$ cat src/rtl/qspi_sram_responder_pkg.sv
// Shared constants and types for the QSPI SRAM responder: opcodes,
// phase lengths and the FSM state encoding.
package qspi_sram_responder_pkg;

    typedef enum logic [2:0] {
        IDLE,
        CMD,
        ADDR,
        DUMMY,
        READ,
        WRITE,
        IGNORE
    } state_e;

    localparam logic [7:0] OP_WRITE  = 8'h02;
    localparam logic [7:0] OP_READ   = 8'h03;
    localparam logic [7:0] OP_EQIO   = 8'h38;
    localparam logic [7:0] OP_RSTQIO = 8'hFF;

    localparam int ADDR_NIBBLES  = 6;
    localparam int DUMMY_NIBBLES = 2;

endpackage

$ cat src/rtl/qspi_sram_responder_if.sv
// Serial SRAM bus between an initiator (master) and the responder (slave).
interface qspi_sram_responder_if;
    logic       sram_cs_n;
    logic       sram_sck;
    logic [3:0] sram_sio_i;
    logic [3:0] sram_sio_o;
    logic       sram_sio_oe;

    modport master (
        output sram_cs_n,
        output sram_sck,
        output sram_sio_i,
        input  sram_sio_o,
        input  sram_sio_oe
    );

    modport slave (
        input  sram_cs_n,
        input  sram_sck,
        input  sram_sio_i,
        output sram_sio_o,
        output sram_sio_oe
    );
endinterface

$ cat src/rtl/qspi_sram_responder_sync_edge.sv
// Two-flop synchronizer with a third history flop for rise/fall detection
// on the synchronized value. IDLE_VAL is the level loaded during reset.
module sync_edge_detect #(
    parameter logic IDLE_VAL = 1'b0
) (
    input  logic clk,
    input  logic reset_n,
    input  logic async_in,
    output logic sync_out,
    output logic rise,
    output logic fall
);

    logic [2:0] pipe_reg;

    always_ff @(posedge clk or negedge reset_n) begin
        if (!reset_n) begin
            pipe_reg <= {3{IDLE_VAL}};
        end else begin
            pipe_reg <= {pipe_reg[1:0], async_in};
        end
    end

    assign sync_out = pipe_reg[1];
    assign rise     = pipe_reg[1] & ~pipe_reg[2];
    assign fall     = ~pipe_reg[1] & pipe_reg[2];

endmodule

$ cat src/rtl/qspi_sram_responder.sv
// SPI/SQI serial SRAM model: oversamples the initiator's bus with clk,
// supports EQIO/RSTQIO mode switching and quad sequential read/write.
module qspi_sram_responder
    import qspi_sram_responder_pkg::*;
#(
    parameter int MEM_ADDR_WIDTH = 8,
    parameter bit RESET_QUAD     = 1'b0
) (
    input  logic                  clk,
    input  logic                  reset_n,
    qspi_sram_responder_if.slave  sram,
    output logic                  quad_mode
);

    logic       cs_sync, cs_rise, cs_fall;
    logic       sck_sync, sck_rise, sck_fall;
    logic [3:0] sio_sync;

    sync_edge_detect #(.IDLE_VAL(1'b1)) u_cs_sync (
        .clk      (clk),
        .reset_n  (reset_n),
        .async_in (sram.sram_cs_n),
        .sync_out (cs_sync),
        .rise     (cs_rise),
        .fall     (cs_fall)
    );

    sync_edge_detect #(.IDLE_VAL(1'b0)) u_sck_sync (
        .clk      (clk),
        .reset_n  (reset_n),
        .async_in (sram.sram_sck),
        .sync_out (sck_sync),
        .rise     (sck_rise),
        .fall     (sck_fall)
    );

    // Same two-stage latency as SCK so data is aligned with the detected rise.
    genvar gi;
    generate
        for (gi = 0; gi < 4; gi++) begin : g_sio_sync
            logic meta_reg;
            logic stage_reg;
            always_ff @(posedge clk or negedge reset_n) begin
                if (!reset_n) begin
                    meta_reg  <= 1'b0;
                    stage_reg <= 1'b0;
                end else begin
                    meta_reg  <= sram.sram_sio_i[gi];
                    stage_reg <= meta_reg;
                end
            end
            assign sio_sync[gi] = stage_reg;
        end
    endgenerate

    state_e                    state_reg, state_next;
    logic [2:0]                cnt_reg, cnt_next;
    logic [7:0]                cmd_reg, cmd_next;
    logic [MEM_ADDR_WIDTH-1:0] addr_reg, addr_next;
    logic [3:0]                hi_reg, hi_next;
    logic                      phase_reg, phase_next;
    logic                      is_write_reg, is_write_next;
    logic [3:0]                sio_o_reg, sio_o_next;
    logic                      oe_reg, oe_next;
    logic                      quad_reg, quad_next;
    logic                      pend_set_reg, pend_set_next;
    logic                      pend_clr_reg, pend_clr_next;
    logic [1:0]                settle_reg, settle_next;
    logic                      armed_reg, armed_next;

    logic [7:0]                mem [0:(2**MEM_ADDR_WIDTH)-1];
    logic [7:0]                rd_data_reg;
    logic                      mem_we;
    logic [7:0]                mem_wdata;

    logic [7:0]                cmd_spi, cmd_quad;
    logic [MEM_ADDR_WIDTH+3:0] addr_shift;
    logic [MEM_ADDR_WIDTH-1:0] addr_inc;

    assign cmd_spi    = {cmd_reg[6:0], sio_sync[0]};
    assign cmd_quad   = {cmd_reg[3:0], sio_sync};
    assign addr_shift = {addr_reg, sio_sync};
    assign addr_inc   = addr_reg + MEM_ADDR_WIDTH'(1);

    always_ff @(posedge clk or negedge reset_n) begin
        if (!reset_n) begin
            state_reg    <= IDLE;
            cnt_reg      <= '0;
            cmd_reg      <= '0;
            addr_reg     <= '0;
            hi_reg       <= '0;
            phase_reg    <= 1'b0;
            is_write_reg <= 1'b0;
            sio_o_reg    <= 4'b0000;
            oe_reg       <= 1'b0;
            quad_reg     <= RESET_QUAD;
            pend_set_reg <= 1'b0;
            pend_clr_reg <= 1'b0;
            settle_reg   <= '0;
            armed_reg    <= 1'b0;
        end else begin
            state_reg    <= state_next;
            cnt_reg      <= cnt_next;
            cmd_reg      <= cmd_next;
            addr_reg     <= addr_next;
            hi_reg       <= hi_next;
            phase_reg    <= phase_next;
            is_write_reg <= is_write_next;
            sio_o_reg    <= sio_o_next;
            oe_reg       <= oe_next;
            quad_reg     <= quad_next;
            pend_set_reg <= pend_set_next;
            pend_clr_reg <= pend_clr_next;
            settle_reg   <= settle_next;
            armed_reg    <= armed_next;
        end
    end

    always_comb begin
        state_next    = state_reg;
        cnt_next      = cnt_reg;
        cmd_next      = cmd_reg;
        addr_next     = addr_reg;
        hi_next       = hi_reg;
        phase_next    = phase_reg;
        is_write_next = is_write_reg;
        sio_o_next    = sio_o_reg;
        oe_next       = (state_reg == READ) ? oe_reg : 1'b0;
        quad_next     = quad_reg;
        pend_set_next = pend_set_reg;
        pend_clr_next = pend_clr_reg;
        mem_we        = 1'b0;
        mem_wdata     = {hi_reg, sio_sync};

        // The synchronizer holds its reset level for a few clocks, so a CS
        // fall is only trusted once CS has genuinely been seen high.
        settle_next = (settle_reg == 2'd3) ? settle_reg : settle_reg + 2'd1;
        armed_next  = armed_reg | ((settle_reg == 2'd3) & cs_sync);

        if (cs_sync) begin
            state_next    = IDLE;
            cnt_next      = '0;
            phase_next    = 1'b0;
            oe_next       = 1'b0;
            pend_set_next = 1'b0;
            pend_clr_next = 1'b0;
            if (cs_rise && pend_set_reg) begin
                quad_next = 1'b1;
            end else if (cs_rise && pend_clr_reg) begin
                quad_next = 1'b0;
            end
        end else begin
            unique case (state_reg)
                IDLE: begin
                    if (cs_fall && armed_reg && !sck_sync) begin
                        state_next = CMD;
                        cnt_next   = '0;
                        cmd_next   = '0;
                    end
                end
                CMD: begin
                    if (sck_rise && !quad_reg) begin
                        cmd_next = cmd_spi;
                        cnt_next = cnt_reg + 3'd1;
                        if (cnt_reg == 3'd7) begin
                            state_next    = IGNORE;
                            pend_set_next = (cmd_spi == OP_EQIO);
                        end
                    end else if (sck_rise) begin
                        cmd_next = cmd_quad;
                        cnt_next = cnt_reg + 3'd1;
                        if (cnt_reg == 3'd1) begin
                            cnt_next = '0;
                            case (cmd_quad)
                                OP_READ: begin
                                    state_next    = ADDR;
                                    is_write_next = 1'b0;
                                end
                                OP_WRITE: begin
                                    state_next    = ADDR;
                                    is_write_next = 1'b1;
                                end
                                OP_RSTQIO: begin
                                    state_next    = IGNORE;
                                    pend_clr_next = 1'b1;
                                end
                                default: state_next = IGNORE;
                            endcase
                        end
                    end
                end
                ADDR: begin
                    if (sck_rise) begin
                        addr_next = addr_shift[MEM_ADDR_WIDTH-1:0];
                        cnt_next  = cnt_reg + 3'd1;
                        if (cnt_reg == 3'(ADDR_NIBBLES - 1)) begin
                            cnt_next   = '0;
                            phase_next = 1'b0;
                            state_next = is_write_reg ? WRITE : DUMMY;
                        end
                    end
                end
                DUMMY: begin
                    if (sck_rise) begin
                        cnt_next = cnt_reg + 3'd1;
                        if (cnt_reg == 3'(DUMMY_NIBBLES - 1)) begin
                            cnt_next   = '0;
                            phase_next = 1'b0;
                            state_next = READ;
                        end
                    end
                end
                READ: begin
                    // rd_data_reg tracks addr_reg; it has settled long before the next fall.
                    if (sck_fall) begin
                        oe_next    = 1'b1;
                        sio_o_next = phase_reg ? rd_data_reg[3:0] : rd_data_reg[7:4];
                        phase_next = ~phase_reg;
                        if (phase_reg) begin
                            addr_next = addr_inc;
                        end
                    end
                end
                WRITE: begin
                    if (sck_rise && !phase_reg) begin
                        hi_next    = sio_sync;
                        phase_next = 1'b1;
                    end else if (sck_rise) begin
                        mem_we     = 1'b1;
                        addr_next  = addr_inc;
                        phase_next = 1'b0;
                    end
                end
                IGNORE: ;
                default: state_next = IDLE;
            endcase
        end
    end

    // Array storage is never reset so it can map onto block RAM.
    always_ff @(posedge clk) begin
        if (mem_we) begin
            mem[addr_reg] <= mem_wdata;
        end
        rd_data_reg <= mem[addr_reg];
    end

    assign sram.sram_sio_o  = sio_o_reg;
    assign sram.sram_sio_oe = oe_reg;
    assign quad_mode        = quad_reg;

endmodule
$ cat src/flat_wrapper.sv
// flat-port wrapper written by rule: the top's interface ports become plain ports
module qspi_sram_responder_flat import qspi_sram_responder_pkg::*;
#(
    parameter int MEM_ADDR_WIDTH = 8,
    parameter bit RESET_QUAD     = 1'b0
)
  (clk, reset_n, quad_mode, sram_sram_cs_n, sram_sram_sck, sram_sram_sio_i, sram_sram_sio_o, sram_sram_sio_oe);
  qspi_sram_responder_if sram_i ();
  input  logic clk;
  input  logic reset_n;
  output logic quad_mode;
  input wire logic [$bits(sram_i.sram_cs_n)-1:0] sram_sram_cs_n;
  input wire logic [$bits(sram_i.sram_sck)-1:0] sram_sram_sck;
  input wire logic [$bits(sram_i.sram_sio_i)-1:0] sram_sram_sio_i;
  output wire logic [$bits(sram_i.sram_sio_o)-1:0] sram_sram_sio_o;
  output wire logic [$bits(sram_i.sram_sio_oe)-1:0] sram_sram_sio_oe;
  assign sram_i.sram_cs_n = sram_sram_cs_n;
  assign sram_i.sram_sck = sram_sram_sck;
  assign sram_i.sram_sio_i = sram_sram_sio_i;
  assign sram_sram_sio_o = sram_i.sram_sio_o;
  assign sram_sram_sio_oe = sram_i.sram_sio_oe;
  qspi_sram_responder #(.MEM_ADDR_WIDTH(MEM_ADDR_WIDTH), .RESET_QUAD(RESET_QUAD)) u_core (.clk(clk), .reset_n(reset_n), .sram(sram_i), .quad_mode(quad_mode));
endmodule
$ cat config.mk
export PLATFORM = sky130hd
export DESIGN_NAME = qspi_sram_responder_flat
export DESIGN_NICKNAME = d
export VERILOG_FILES = /design/src/rtl/qspi_sram_responder_pkg.sv /design/src/rtl/qspi_sram_responder_if.sv /design/src/rtl/qspi_sram_responder_sync_edge.sv /design/src/rtl/qspi_sram_responder.sv /design/src/flat_wrapper.sv
export SDC_FILE = /design/constraint.sdc
export NUM_CORES = 2
export LEC_CHECK = 0
export ABC_AREA = 1
export BUFFER_PORTS_ARGS = -buffer_cell sky130_fd_sc_hd__buf_2
export CAP_MARGIN = 5
export CORE_AREA = 2 2 450 407
export DETAILED_ROUTE_END_ITERATION = 12
export DIE_AREA = 0 0 452 409
export GPL_TIMING_DRIVEN = 0
export HOLD_SLACK_MARGIN = 0.05
export MAX_ROUTING_LAYER = met4
export PLACE_DENSITY = 0.69
export SETUP_SLACK_MARGIN = 0.5
export SLEW_MARGIN = 20
export SYNTH_ARGS = -nofsm -noshare
export SYNTH_HDL_FRONTEND = slang
export SYNTH_SLANG_ARGS = --single-unit
$ cat constraint.sdc
create_clock -name clk -period 5.9 [get_ports clk]
set_input_delay 1.18 -clock clk [delete_from_list [all_inputs] [get_ports clk]]
set_output_delay 1.18 -clock clk [all_outputs]
set_load 0.005 [all_outputs]
Word-level counts from Yosys, hierarchy flattened
Memories as Yosys holds them, arrays and structs flattened. A register that Yosys moved wholly into a read port is not among the register bits.
Index checks and enable logic that the tools add are counted.
Cells by class
  $add $sub $neg: 3
  equality and inequality tests: 33
  multiplexer cells: 64
  bitwise operators: 12
  reduce and logical (&&, ||, !) cells: 35
Operator list (number)
  2-to-1 mux 3 bit: 19
  2-to-1 mux 8 bit: 5
  2-to-1 mux 1 bit: 30
  case mux 8 bit (3 select lines): 1
  2-to-1 mux 7 bit: 3
  != test 3 x 2 -> 1 bit, second input constant: 6
  nonzero test 2 bit: 9
  equality test 8 x 2 -> 1 bit, second input constant: 2
  equality test 3 bit, second input constant: 5
  case mux 3 bit (5 select lines): 1
  case mux 7 bit (2 select lines): 1
  AND reduction 7 bit: 2
  != test 2 x 1 -> 1 bit, second input constant: 6
  != test 4 x 2 -> 1 bit, second input constant: 3
  case mux 3 bit (4 select lines): 1
  AND reduction 3 bit: 4
  nonzero test 5 bit: 2
  AND reduction 9 bit: 1
  adder 8 x 1 -> 8 bit, second input constant: 1
  equality test 8 x 6 -> 1 bit, second input constant: 1
  equality test 8 bit, second input constant: 1
  equality test 3 x 1 -> 1 bit, second input constant: 2
  equality test 3 x 2 -> 1 bit, second input constant: 2
  logical AND 1 bit: 6
  21 further kinds: 33
Storage, ports and cells
  register bits after elaboration: 52
  bits in writable memories: 2048
  input port bits: 8
  output and inout bits: 6
  logic and storage cells: 172
  memories kept: 1
Memory list
  u_core.mem: depth 256, bits a word 8, rd ports 1, clocked after memory_dff 1, wr ports 1, line qspi_sram_responder.sv:71  | logic [7:0] mem [0:(2**MEM_ADDR_WIDTH)-1];

Logic depth before layout (Yosys ltp)
  depth after elaboration: 8
  gate-level depth with buffers: 17
  mapped depth without buffers: 13

Hierarchy
Synthesis repeated with hierarchy kept, for this count alone.
Unflattened totals
  cells, all modules: 8737
  area total of the unflattened synthesis: 89667.2 um^2
By module, submodules not included
  qspi_sram_responder: instances 1, cells each 8723, area each 89483.3 um^2, sequential area each 62810.2 um^2
  sync_edge_detect (u_core.u_cs_sync): instances 1, cells each 7, area each 93.8 um^2, sequential area each 78.8 um^2
  sync_edge_detect (u_core.u_sck_sync): instances 1, cells each 7, area each 90.1 um^2, sequential area each 75.1 um^2

Worst setup path after synthesis
No wires, ideal clock.
  path kind: flip-flop to flip-flop
  start: reg u_core.g_sio_sync[0].stage_reg
  end: reg u_core.pend_clr_reg
  setup time: 0.077 ns
  arrival: 4.177 ns
  required time: 5.823 ns
  path slack: 1.646 ns
  cell stages (with the launch flop): 5
  path buffers: 0
  period minus slack after synthesis: 4.254 ns
  cell sequence: dfrtp_1 -> inv_1 -> nor4_1 -> nand3_1 -> a21oi_1
On the way
  cells in the longest elaborated chain, start to end: 3
RTL lines
  start: declaration: line qspi_sram_responder.sv:42  | logic stage_reg;
  start signal: assignment: line qspi_sram_responder.sv:49  | stage_reg <= meta_reg;
  equality test 8 bit: line qspi_sram_responder.sv:174  | case (cmd_quad)
  nonzero test 2 bit (no line)
  AND reduction 5 bit (no line)
  end signal: assignment: line qspi_sram_responder.sv:113  | pend_clr_reg <= pend_clr_next;
  end: declaration: line qspi_sram_responder.sv:67  | logic pend_clr_reg, pend_clr_next;
Every way passes these cells.
A chain may end at the register's enable or synchronous reset.

Worst setup path after layout
  start: reg u_core.addr_reg[2]
  end: mem u_core.mem[132][6] (enable)
RTL lines
  start: declaration: line qspi_sram_responder.sv:59  | logic [MEM_ADDR_WIDTH-1:0] addr_reg, addr_next;
  start signal: assignment: line qspi_sram_responder.sv:105  | addr_reg <= addr_next;
  end: declaration: line qspi_sram_responder.sv:71
No word-level cell before the write port.

==> results.toml <==
[layout]
nNetsFinal = 9021
areaGrowthSynthToFinish_pct = 12.1
final_cells = 11585
fillers = 15152
drive_above_1_share_pct = 6.76
largest_reg_flops = 2048
fin_area_sq_mm = 0.101

[clocking]
cts_root_buf = "clkbuf_16"
postCtsSetupBuffers = 0
cts.sinks = 2108
ctsHoldBuffers = 0
path_clk_slew_ns = 0.06
clock_latency_ns = 0.87
cts_resized = 0
max-clock-path-buffers = 3
cts_buffers = 206
htreeDepth = 4
cts_tree = "yes"

[worst_setup_path]
start_kind = "register"
crit_fanout = 10
r2r_start = "u_core.addr_reg[2]"
crit_arrival_ns = 5.47
path_class = "reg2reg"
endpoint_kind = "register"
crit_path_start = "u_core.addr_reg[2]"
crit_required_ns = 6.37

[die]
core.rowCount = 148
die_area_sq_mm = 0.185
ioPinCount = 14
core_sq_mm = 0.180
die_h_um = 409
die_x_um = 452
start_util_pct = 49.8

[global_route]
antenna_found_initial = 13
grtUsageMet3_pct = 6.66
grt_pass1_wl_um = 393000
grt_pass1_vias = 59325
gr-usage-met2_pct = 43.6
grt_overflow = 0
met1_usage_pct = 41.0
grt_max_degree = 66
grt.total_usage_pct = 30.1
top_usage_layer = "met2"

[synth]
synth_cell_types = 40
synth_seq_cells = 2108
synthAdderAreaFrac_pct = 0.112
synthMuxAreaShare_pct = 0.0251
synth_top_family_by_area = "simple AND/OR/NAND/NOR gates"
syn_inst = 8747
synth.avg_cell_area_sq_um = 10.3
seq_area_frac_synth_pct = 70.1
synth_area_sq_mm = 0.0898
yosys_warnings = 0
synth-simple-area-share_pct = 20.3
synth-xor-area-share_pct = 0.0293
syn_nets = 8763
synth_compound_area_share_pct = 3.68

[sta]
period_needed_ns = 5.00
report.final.setup_viol = 0
worst_pin_slew_ns = 1.31
hold_viol = 0
drv_slew = 0
max_slew_margin_pct = 12.8
max_freq_ghz = 0.200
finalClockSkew_ns = 0.0598
finalCritPeriodShare_pct = 84.7
rsz0062_at_grt = "false"

[pwr]
p_leak_nw = 41.1
power.density_mw_per_mm2 = 469
pwr-share-seq_pct = 36.9
p_int_w = 0.0284
comb_power_share_pct = 35.0
peakVddDrop_v = 0.000341
p_clk_share_pct = 28.1
power_switching_w = 0.0187
p_sw_share_pct = 39.7

[drt]
routed_wl_um = 272000
drt_iter0_drc = 9777
drt-pass1-iter-count = 9
drc = 0
vias = 63621
ant_nets = 0
wl_per_cell_um = 23.5
viasPerCell = 5.49

[hold_path]
hold_class = "reg2reg"
hold_start = "u_core.u_cs_sync.pipe_reg[0]"

[placed_design]
place_congestion = 1.04
placed_cell_area_sq_mm = 0.0938
io_buffers = 13
dp_hpwl_um = 191000
dpl.cell_count = 11197

[outcome]
status = "completed"

[job]
cap_violations = 0
per-layer routing:
layer  up-vias  wire length, um  share of wire [%]
met3       601            31500                 12
met4         0            13700                5.0
li1      28988                -                  -
met2      3604           119000                 44
met1     30428           108000                 40
met5         -                0                  0
per-stage QoR:
stage               total power (W)  setup TNS [ns]  util, %  setup slack [ns]  hold slack, ns
floorplan                    0.0266               0        -              1.65           0.331
global placement             0.0336        -7167.19     51.5             -4.75           0.341
detailed placement           0.0335               0     52.1              1.19           0.337
CTS                          0.0466               0     55.8              1.14           0.361
global route                 0.0487               0     55.8             0.937           0.364
finish                       0.0471               0     55.8             0.903           0.358
synthesized netlist by cell type, drive strengths merged:
library cell | instances | share of area [%]
a31oi | 3 | 0.021
mux2 | 2 | 0.025
ha | 8 | 0.11
a211oi | 2 | 0.017
o32ai | 1 | 0.0098
o22ai | 2 | 0.014
clkinv | 5 | 0.021
dfstp | 3 | 0.088
nor3 | 9 | 0.072
o211ai | 7 | 0.059
nor2 | 937 | 3.9
edfxtp | 2048 | 69
xor2 | 2 | 0.020
o221ai | 1 | 0.0098
a41oi | 1 | 0.0098
o21a | 2 | 0.017
dfrtp | 49 | 1.4
o2111ai | 1 | 0.0098
nand4 | 2 | 0.014
nor4 | 3 | 0.021
nand3 | 357 | 2.0
clkbuf | 197 | 0.83
xnor2 | 1 | 0.0098
o41ai | 4 | 0.039
inv | 803 | 3.4
dfxtp | 8 | 0.18
nand2 | 3417 | 14
a21oi | 15 | 0.084
o21ai | 604 | 3.4
buf | 250 | 1.5
a22oi | 3 | 0.025
kinds of logic after synthesis:
kind of cell / after synthesis
simple gates: 4725
flops: 2108
buf+inv: 1255
compound gates: 646
fa+ha+maj: 8
xor+xnor: 3
mux: 2
final timing paths:
kind,to,slack [ns],cells after the start
hold / removal,u_core.u_cs_sync.pipe_reg[1],0.36,0
max in group asynchronous,u_core.hi_reg[1],4.94,1
hold reg to reg,u_core.u_cs_sync.pipe_reg[1],0.36,0
min in group asynchronous,u_core.g_sio_sync[1].meta_reg,0.38,1
setup / recovery,u_core.mem[132][6],0.90,7
setup reg to reg,u_core.mem[132][6],0.90,7
cell usage in the layout (no fill, tap or decap), drive strengths merged, types with 5 or more instances in the layout:
master       n
a21oi       15
buf        300
bufinv      22
clkbuf     452
clkinv      93
clkinvlp     5
dfrtp       49
dfxtp        8
diode       12
edfxtp    2048
ha           8
inv        809
nand2     3417
nand3      357
nor2       937
nor3         9
o211ai       7
o21ai      604
critical path, cell delays in order, from the launching register on:
cell      delay (ns)
dfrtp_1         0.42
inv_1           0.12
nor2_1          0.88
buf_2           0.63
buf_2           0.42
nand2_1         0.63
clkbuf_2        0.63
nor2_1          0.81
power by group through the flow:
| stage | Sequential (W) | Clock, W | Combinational [W] |
|---|---|---|---|
| 2_1_floorplan | 0.0181 | 0 | 0.00850 |
| 3_3_place_gp | 0.0190 | 0 | 0.0146 |
| 3_5_place_dp | 0.0177 | 0 | 0.0158 |
| 4_1_cts | 0.0174 | 0.0133 | 0.0159 |
| 5_1_grt | 0.0174 | 0.0139 | 0.0174 |
| 6_report | 0.0174 | 0.0133 | 0.0165 |
cell type report:
type	instances	area [sq um]	share of cell area, %
buffer	447	2100	2.09
antenna	12	30.0	0.0299
clock buffer	255	5390	5.36
sequential	2108	63000	62.6
timing repair buffer	50	1020	1.01
multi-input combinational	5384	21700	21.6
tap	2400	3000	2.99
clock inverter	121	1320	1.31
inverter	808	3040	3.02
No activity file was read; power rests on OpenSTA's default activity.
